File: config.mk
export PLATFORM = sky130hd
export DESIGN_NAME = mem_intf_arbiter
export DESIGN_NICKNAME = d
export VERILOG_FILES = /design/src/rtl/mem_arb_pkg.sv /design/src/rtl/rr_arb2.sv /design/src/rtl/mem_intf_arbiter.sv
export SDC_FILE = /design/constraint.sdc
export NUM_CORES = 1
export LEC_CHECK = 0
export ABC_AREA = 1
export CORE_AREA = 2 2 160 162
export CTS_BUF_LIST = sky130_fd_sc_hd__clkbuf_16
export CTS_CLUSTER_SIZE = 28
export DETAILED_ROUTE_END_ITERATION = 10
export DIE_AREA = 0 0 162 164
export HOLD_SLACK_MARGIN = 0.08
export PLACE_DENSITY = 0.56
export RECOVER_POWER = 100
export SLEW_MARGIN = 5
export SYNTH_ARGS = -nofsm -noshare
export SYNTH_HDL_FRONTEND = slang
export SYNTH_SLANG_ARGS = --single-unit
File: constraint.sdc
create_clock -name clk -period 3.7 [get_ports clk]
set_clock_uncertainty 0.1 [all_clocks]
set_input_delay 0.74 -clock clk [delete_from_list [all_inputs] [get_ports clk]]
set_output_delay 0.74 -clock clk [all_outputs]
set_load 0.005 [all_outputs]
File: src/rtl/mem_arb_pkg.sv
// Shared types for the two-port memory-interface arbiter: FSM states,
// requester ids and the captured request word.
package mem_arb_pkg;

  typedef enum logic [1:0] {
    IDLE  = 2'd0,
    GRANT = 2'd1,
    NULL  = 2'd2,
    GAP   = 2'd3
  } state_t;

  localparam logic PORT_IFETCH = 1'b0;
  localparam logic PORT_LSU    = 1'b1;

  typedef struct packed {
    logic [31:0] addr;
    logic [31:0] wdata;
    logic [3:0]  wen;
    logic        ren;
  } mem_req_t;

  // A request carrying any write strobe is a write; its read enable is dropped.
  function automatic mem_req_t normalise_req(input mem_req_t r);
    mem_req_t n;
    n     = r;
    n.ren = r.ren & ~(|r.wen);
    return n;
  endfunction

  function automatic logic is_null_req(input mem_req_t r);
    return (r.wen == 4'b0000) && !r.ren;
  endfunction

endpackage

File: src/rtl/rr_arb2.sv
// Two-way round-robin pick: on contention the port that did not win last
// time is chosen, otherwise the single requester wins.
module rr_arb2 (
  input  logic [1:0] req,
  input  logic       last_grant,
  output logic       gnt_id,
  output logic       gnt_valid
);

  assign gnt_valid = |req;
  assign gnt_id    = (&req) ? ~last_grant : req[1];

endmodule

File: src/rtl/mem_intf_arbiter.sv
// Shares one simple-memory interface between instruction fetch (port 0) and
// the load/store unit (port 1), with a forced idle gap and a stall watchdog.
module mem_intf_arbiter
  import mem_arb_pkg::*;
#(
  parameter int TIMEOUT_CYCLES = 1024,
  parameter int TO_W           = $clog2(TIMEOUT_CYCLES + 1)
) (
  input  logic        clk,
  input  logic        rst,
  input  logic        m0_val,
  output logic        m0_accept,
  input  logic [31:0] m0_addr,
  input  logic [31:0] m0_wdata,
  input  logic [3:0]  m0_wen,
  input  logic        m0_ren,
  output logic [31:0] m0_rdata,
  output logic [31:0] m0_error,
  input  logic        m1_val,
  output logic        m1_accept,
  input  logic [31:0] m1_addr,
  input  logic [31:0] m1_wdata,
  input  logic [3:0]  m1_wen,
  input  logic        m1_ren,
  output logic [31:0] m1_rdata,
  output logic [31:0] m1_error,
  output logic        s_val,
  input  logic        s_accept,
  output logic [31:0] s_addr,
  output logic [31:0] s_wdata,
  output logic [3:0]  s_wen,
  output logic        s_ren,
  input  logic [31:0] s_rdata,
  input  logic [31:0] s_error,
  output logic        busy,
  output logic        timeout_err,
  output logic [1:0]  state_dbg
);

  // Handshake: a requester holds mN_val (and its request fields) until the
  // single-cycle mN_accept; downstream, s_val and s_* stay constant from the
  // first GRANT cycle through the cycle in which s_accept is seen high.

  localparam int              CNT_W  = (TO_W > 0) ? TO_W : 1;
  localparam logic [CNT_W-1:0] TO_MAX = CNT_W'(TIMEOUT_CYCLES);
  localparam bit              WD_EN  = (TIMEOUT_CYCLES > 0);

  state_t           state, state_next;
  logic             last_grant;
  logic             gnt_id, gnt_valid;
  logic             capture;
  logic             done, from_s;
  mem_req_t         m0_req, m1_req, win_req, req_q;
  logic [CNT_W-1:0] wd_cnt, wd_inc;

  rr_arb2 u_rr_arb2 (
    .req        ({m1_val, m0_val}),
    .last_grant (last_grant),
    .gnt_id     (gnt_id),
    .gnt_valid  (gnt_valid)
  );

  assign m0_req  = {m0_addr, m0_wdata, m0_wen, m0_ren};
  assign m1_req  = {m1_addr, m1_wdata, m1_wen, m1_ren};
  assign win_req = (gnt_id == PORT_LSU) ? m1_req : m0_req;
  assign capture = (state == IDLE) && gnt_valid;

  always_ff @(posedge clk) begin
    if (rst) state <= IDLE;
    else     state <= state_next;
  end

  always_comb begin
    state_next = state;
    s_val      = 1'b0;
    done       = 1'b0;
    from_s     = 1'b0;
    case (state)
      IDLE:  if (gnt_valid) state_next = is_null_req(win_req) ? NULL : GRANT;
      GRANT: begin
        s_val = 1'b1;
        if (s_accept) begin
          done       = 1'b1;
          from_s     = 1'b1;
          state_next = GAP;
        end
      end
      NULL: begin
        done       = 1'b1;
        state_next = GAP;
      end
      GAP:     state_next = IDLE;
      default: state_next = IDLE;
    endcase
    m0_accept = done && (last_grant == PORT_IFETCH);
    m1_accept = done && (last_grant == PORT_LSU);
    // Null completions return zero data, never whatever is on s_rdata.
    m0_rdata  = (m0_accept && from_s) ? s_rdata : 32'h0;
    m0_error  = (m0_accept && from_s) ? s_error : 32'h0;
    m1_rdata  = (m1_accept && from_s) ? s_rdata : 32'h0;
    m1_error  = (m1_accept && from_s) ? s_error : 32'h0;
  end

  // last_grant doubles as the id of the port owning the in-flight request.
  always_ff @(posedge clk) begin
    if (rst) begin
      req_q      <= '0;
      last_grant <= PORT_LSU;
    end else if (capture) begin
      req_q      <= normalise_req(win_req);
      last_grant <= gnt_id;
    end
  end

  assign s_addr    = req_q.addr;
  assign s_wdata   = req_q.wdata;
  assign s_wen     = req_q.wen;
  assign s_ren     = req_q.ren;
  assign busy      = (state != IDLE);
  assign state_dbg = state;

  // Watchdog only flags the stall; the transaction keeps waiting in GRANT.
  assign wd_inc = wd_cnt + CNT_W'(1);

  always_ff @(posedge clk) begin
    if (rst) begin
      wd_cnt      <= '0;
      timeout_err <= 1'b0;
    end else if (capture && (state_next == GRANT)) begin
      wd_cnt <= '0;
    end else if (WD_EN && (state == GRANT) && !s_accept && (wd_cnt != TO_MAX)) begin
      wd_cnt <= wd_inc;
      if (wd_inc == TO_MAX) timeout_err <= 1'b1;
    end
  end

endmodule

==> results.py, run 1 <==
metrics = {
    "status": {
        "status": "finished, final reports clean",
    },
    "hold_path": {
        "hold_class": "flip-flop to flip-flop",
    },
    "placement": {
        "dp_hpwl_um": 17900,
        "place.gp.congestion": 0.912,
        "placed_cells": 1455,
        "numPortBuffers": 410,
    },
    "power": {
        "power.internal_w": 0.00255,
        "p_leak_nw": 3.98,
        "seqPwrFrac_pct": 34.1,
        "peakVddDrop_mv": 0.199,
        "power_density_mw_per_mm2": 426,
        "switchingPower_w": 0.00144,
        "clkPwrFrac_pct": 21.7,
        "swShare_pct": 36.1,
        "pwr-share-comb_pct": 44.2,
    },
    "route": {
        "vias_per_cell": 4.20,
        "ant_nets": 0,
        "wl_um": 22700,
        "dr.pass1.iters": 4,
        "wl_per_cell_um": 15.3,
        "drt_first_iter_violations": 356,
        "vias": 6207,
        "drc": 0,
    },
    "final_layout": {
        "layout.nets": 1349,
        "final_layout_size_suffix_gt1_share_pct": 3.86,
        "utilization_pct": 37.7,
        "syn2layout_area_growth_pct": 98.1,
        "stdcell_count": 1478,
    },
    "sta": {
        "hold_viol_final": 0,
        "tightest_slew_ns": 1.24,
        "fin_crit_sh_pct": 94.3,
        "slew_violations": 0,
        "rsz0062_at_grt": "false",
        "tns_ns": 0,
        "fmax_mhz": 286,
        "slew_headroom_pct": 17.4,
        "fin_crit_ns": 3.49,
        "setup-violations-final": 0,
    },
    "floorplanning": {
        "die_height_um": 164,
        "io_pins": 411,
        "die_width_um": 162,
        "dieArea_mm2": 0.0266,
        "initial_utilization_pct": 19.0,
        "coreArea_mm2": 0.0248,
        "fp-row-count": 58,
    },
    "worst_setup_path": {
        "path_cells": "clkdlybuf4s50_1, nand2_1, inv_1, o21ai_0, nor2_1, nand2_2, buf_6, nor2_1, clkdlybuf4s50_1",
        "cpMaxStageDelayCell": "clkdlybuf4s50_1",
        "path_delay_family": "buffers and inverters",
        "start_kind": "primary input",
        "cp-end-kind": "output pin",
        "worst-path-buf-inv": 4,
        "critical_path_required_ns": 2.86,
        "critPathKind": "primary input to output pin",
        "cpPeakStageDelay_ns": 0.52,
        "cp.arrival_ns": 2.65,
        "cp_max_fo": 42,
    },
    "synthesis": {
        "seq_area_frac_synth_pct": 35.6,
        "yosys_warnings": 0,
        "synth_fp_nets": 968,
        "synth_commonest_cells": "nand2_1, nor2_1, dfxtp_1, inv_1, o21ai_0",
        "async_flop_share_pct": 0,
        "synth_cell_type_count": 27,
        "syn_avg_cell_area_um2": 6.25,
        "synth_area_leaders": "dfxtp_1, nand2_1, nor2_1",
        "yosysMostFrequentCell": "nand2_1",
        "synth-edff-count": 0,
        "synth_seq_cells": 84,
        "synth_area_mm2": 0.00472,
        "yosysTopAreaCellShare_pct": 35.6,
        "ys.flop_type": "dfxtp_1",
        "synth_area_leader_cell": "dfxtp_1",
        "syn_inst": 755,
    },
    "clock_tree": {
        "h-tree-depth": 3,
        "hold_buffers": 0,
        "cts_made_buffers": 9,
        "clock_tree.buffer_depth": 2,
        "post_cts_buffers": 0,
        "clkTransAtPathRegs_ns": 0.07,
        "cts_root_buffer": "clkbuf_16",
        "clk_latency_ns": 0.34,
        "cts_tree": "yes",
        "cts_resized": 0,
        "cts.sinks": 84,
    },
    "run": {
        "cap_viol_max_count": 0,
    },
    "grt": {
        "overflow": 0,
        "grt_pass1_wl_um": 33500,
        "grt_pass1_vias": 5871,
        "grt_antenna_before_repair": 6,
        "grt_max_degree": 88,
        "grt_util_all_layers_pct": 16.3,
    },
}
layout by cell type (no fill, tap or decap), drive strengths merged:
cell type,n
ha,6
a21oi,16
nand3,17
nand4,1
diode,7
nor2,163
dlygate4sd3,82
nand2,186
o21ai,75
nand3b,2
clkinv,3
xnor2,1
clkbuf,11
dfxtp,84
clkdlybuf4s50,328
buf,9
clkinvlp,2
o211ai,1
a31oi,68
inv,85
xor2,1
layout make-up:
cell class	instances	area, um2
antenna	7	17.5
sequential	84	1680
inverter	83	312
clock inverter	7	50.0
tap	330	413
clock buffer	9	225
timing repair buffer	421	4210
fill	2665	15500
multi-input combinational	537	2440
power groups by stage:
stage / clock network [W] / logic, W / registers [W]
2_1_floorplan: 0 / 0.000780 / 0.00139
6_report: 0.000864 / 0.00176 / 0.00136
5_1_grt: 0.000930 / 0.00197 / 0.00140
3_5_place_dp: 0 / 0.00193 / 0.00139
4_1_cts: 0.000897 / 0.00194 / 0.00137
3_3_place_gp: 0 / 0.00194 / 0.00138
registers in the layout (all words and copies together), names as in the netlist:
| signal | count |
|---|---|
| s_addr | 32 |
| s_wdata | 32 |
| state_dbg | 2 |
| wd_cnt | 11 |
| timeout_err | 1 |
| s_wen | 4 |
| s_ren | 1 |
| last_grant | 1 |
path summary, 6_finish.rpt:
path / from / end / slack, ns / cells after the start
min reg2reg: timeout_err$_SDFFE_PP0P_ / timeout_err$_SDFFE_PP0P_ / 0.35 / 2
max reg2reg: state_dbg[0]$_SDFF_PP0_ / s_addr[16]$_SDFFE_PP0P_ / 0.82 / 7
max: s_accept / m0_error[30] / 0.21 / 9
min: timeout_err$_SDFFE_PP0P_ / timeout_err$_SDFFE_PP0P_ / 0.35 / 2
per-layer routing:
metal | GRT usage, % | up-vias | share of wire [%]
met5 | 0 | - | 0
met4 | 6.84 | 0 | 2.1
met3 | 4.77 | 21 | 8.2
met2 | 29.8 | 273 | 51
met1 | 17.6 | 2737 | 38
li1 | - | 3176 | -
worst min-delay path, delay by kind of cell, from the launching register on:
family	cells	cell delay, ns
and+or+nand+nor	2	0.10
DFF	1	0.31
through the flow:
step / total power [W] / hold slack (ns) / setup WS (ns) / area, um2
after global placement: 0.00332 / 0.344 / 0.242 / 9140
after global routing: 0.00429 / 0.366 / 0.0122 / 9340
final: 0.00398 / 0.351 / 0.210 / 9350
after CTS: 0.00421 / 0.357 / 0.183 / 9410
after detailed placement: 0.00331 / 0.344 / 0.188 / 9140
after floorplan: 0.00217 / 0.348 / 1.29 / 4720
kinds of logic after synthesis:
family                   count (synthesis)  share of synthesized area, %
AND/OR/NAND/NOR                        369                          31.2
AO/OA/AOI/OAI                          160                          19.3
buffers and inverters                  134                          11.8
flip-flops                              84                          35.6
adder cells (fa/ha/maj)                  6                          1.59
XOR/XNOR                                 2                         0.371
Note: power is estimated with default switching activity, not from simulation.
==> run 2, diff against run 1 <==
- CORE_AREA: 2 2 160 162 -> 2 2 159 161
- DIE_AREA: 0 0 162 164 -> 0 0 161 163
- PLACE_DENSITY: 0.56 -> 0.6
- SYNTH_HIERARCHICAL: default -> 1
- clock period: 3.7 -> 2.88 ns (I/O delays scaled with it)
==> results.py, run 2 <==
metrics = {
    "status": {
        "status": "finished, final reports clean",
    },
    "run": {
        "cap_viol_max_count": 0,
    },
    "placement": {
        "numPortBuffers": 410,
        "placed_cell_area_mm2": 0.00962,
        "place_ws_ns": -0.341,
        "place.gp.congestion": 0.828,
        "dp_hpwl_um": 19600,
    },
    "final_layout": {
        "layout.nets": 1470,
        "n_fill_cell": 2510,
        "fin_area_mm2": 0.0106,
        "final_layout_size_suffix_gt1_share_pct": 8.96,
        "multi_input_area_mm2": 0.00268,
        "final_common_cell": "clkdlybuf4s50_1",
        "syn2layout_area_growth_pct": 108,
        "regArea_mm2": 0.00169,
        "final_cell_mix": "clkdlybuf4s50_1, nand2_1, inv_1",
    },
    "synthesis": {
        "yosys_warnings": 6,
        "synth_cell_type_count": 29,
        "synth_seq_cells": 84,
        "synth_mux_area_share_pct": 0,
        "yosys.area_share.simple_pct": 35.6,
        "synth_compound_area_share_pct": 13.2,
        "seq_area_frac_synth_pct": 33.0,
        "synth-adder-area-share_pct": 1.72,
        "ys.flop_type": "dfxtp_1",
        "syn_avg_cell_area_um2": 6.09,
        "synth-edff-count": 0,
        "synth_fp_nets": 1050,
        "async_flop_share_pct": 0,
        "synth_xor_xnor_area_share_pct": 0.172,
        "synth_area_leaders": "dfxtp_1, nand2_1, inv_1",
        "yosysMostFrequentCell": "nand2_1",
        "synth_area_leader_cell": "dfxtp_1",
        "yosysTopAreaCellShare_pct": 33.0,
        "synth_commonest_cells": "nand2_1, inv_1, nor2_1, dfxtp_1, nand3_1",
        "synth_area_mm2": 0.00509,
        "synth_top_family_by_area": "simple AND/OR/NAND/NOR gates",
        "syn_inst": 836,
    },
    "floorplanning": {
        "dieArea_mm2": 0.0262,
        "coreArea_mm2": 0.0247,
        "initial_utilization_pct": 20.6,
        "die_height_um": 163,
        "fp-row-count": 58,
        "die_width_um": 161,
        "io_pins": 411,
    },
    "power": {
        "peakVddDrop_mv": 0.314,
        "p_leak_nw": 6.92,
        "power_density_mw_per_mm2": 556,
    },
    "grt": {
        "grt_util_all_layers_pct": 17.7,
        "grt_antenna_before_repair": 4,
        "overflow": 0,
        "grt_pass1_vias": 6069,
        "grt_pass1_wl_um": 35500,
        "grt_max_degree": 65,
    },
    "clock_tree": {
        "clk_latency_ns": 0.34,
        "clkTransAtPathRegs_ns": 0.07,
        "cts_tree": "yes",
        "cts_root_buffer": "clkbuf_16",
        "h-tree-depth": 3,
        "cts.sinks": 84,
        "cts_made_buffers": 9,
        "clock_tree.buffer_depth": 2,
    },
    "route": {
        "ant_nets": 0,
        "wl_um": 26300,
        "drc": 0,
        "drt_first_iter_violations": 247,
        "vias": 6744,
        "wl_per_cell_um": 16.5,
        "dr.pass1.iters": 5,
        "vias_per_cell": 4.23,
    },
    "sta": {
        "fmax_mhz": 350,
        "slew_violations": 0,
        "fin_crit_ns": 2.86,
        "slew_headroom_pct": 53.7,
        "rsz0062_at_grt": "true",
        "tightest_slew_ns": 0.695,
        "fin_crit_sh_pct": 99.2,
        "setup-violations-final": 0,
        "tns_ns": 0,
        "fin_ws_ns": 0.0228,
        "hold_viol_final": 0,
    },
    "worst_setup_path": {
        "cp_max_fo": 14,
        "cp-end-kind": "output pin",
        "critical_path_required_ns": 2.20,
        "critPathKind": "flip-flop to output pin",
        "cp.arrival_ns": 2.18,
        "start_kind": "flip-flop",
    },
    "hold_path": {
        "hold_class": "flip-flop to flip-flop",
    },
}
run 2: cell types whose count changed in the layout (fill, tap and decap cells not counted), moves of 21 or more:
cell,delta
o211ai_1,+64
o21ai_0,-69
inv_1,+67
dlygate4sd2_1,+21
buf_4,+28
clkdlybuf4s50_1,-115
a31oi_1,-64
dlymetal6s2s_1,+104
nand3_1,+55
run 2: cell type report:
type,count,share of cell area (%)
timing repair buffer,462,46.3
multi-input combinational,544,25.3
sequential,84,15.9
inverter,155,5.62
tap,330,3.90
clock buffer,9,2.13
clock inverter,7,0.756
antenna,2,0.0473
run 2: cell families (layout without fill, tap and decap cells):
kind of cell	Yosys count	after routing
other cells	0	2
buf+inv	208	633
compound gates	95	95
xor+xnor	1	1
flops	84	84
fa+ha+maj	7	7
simple gates	441	441
run 2: per-layer routing:
metal,wire [um],up-vias,GRT usage [%]
li1,-,3425,-
met2,13900,290,33.2
met5,0,-,0
met3,1990,35,4.18
met4,628,0,5.68
met1,9870,2994,19.7
run 2: path summary, 6_finish.rpt:
path                                start                       end  slack (ns)  cells past startpoint
setup / recovery  state_dbg[1]$_SDFF_PP0_               m1_error[7]        0.02                     13
hold / removal    s_wdata[5]$_SDFFE_PP0P_   s_wdata[5]$_SDFFE_PP0P_        0.39                      2
hold reg to reg   s_wdata[5]$_SDFFE_PP0P_   s_wdata[5]$_SDFFE_PP0P_        0.39                      2
setup reg to reg  last_grant$_SDFFE_PP1P_  timeout_err$_SDFFE_PP0P_        0.82                     11
run 2: through the flow:
stage	std cells	hold WS (ns)	utilization, %	power [W]
3_5_place_dp	1548	0.382	39.0	0.00468
4_1_cts	1570	0.402	40.6	0.00600
3_3_place_gp	1548	0.376	39.0	0.00468
2_1_floorplan	836	0.383	-	0.00303
6_report	1593	0.392	42.9	0.00589
5_1_grt	1593	0.410	42.9	0.00632
run 2: power by group:
part	switching [W]	internal, W
registers	0.000226	0.00156
clock network	0.000525	0.000687
logic	0.00143	0.00146
total	0.00218	0.00371
run 2: critical path, cell delays in order, from the launching register on:
cell and delay, ns:
dfxtp_4 0.37, inv_4 0.09, ha_4 0.16, nand2_2 0.06, nand2_2 0.09, nand2_4 0.07
nor2_4 0.15, nand2_8 0.11, buf_6 0.13, buf_12 0.12, buf_16 0.14, buf_4 0.14
nor2_1 0.08, buf_2 0.14
run 2: repair_timing:
item	in CTS	in global routing
cloned	2	7
hold buffers	0	0
setup buffers	4	14
pin swaps	4	4
setup endpoints to repair	128	108
resized for setup	45	128
endpoints found under the hold margin	0	0
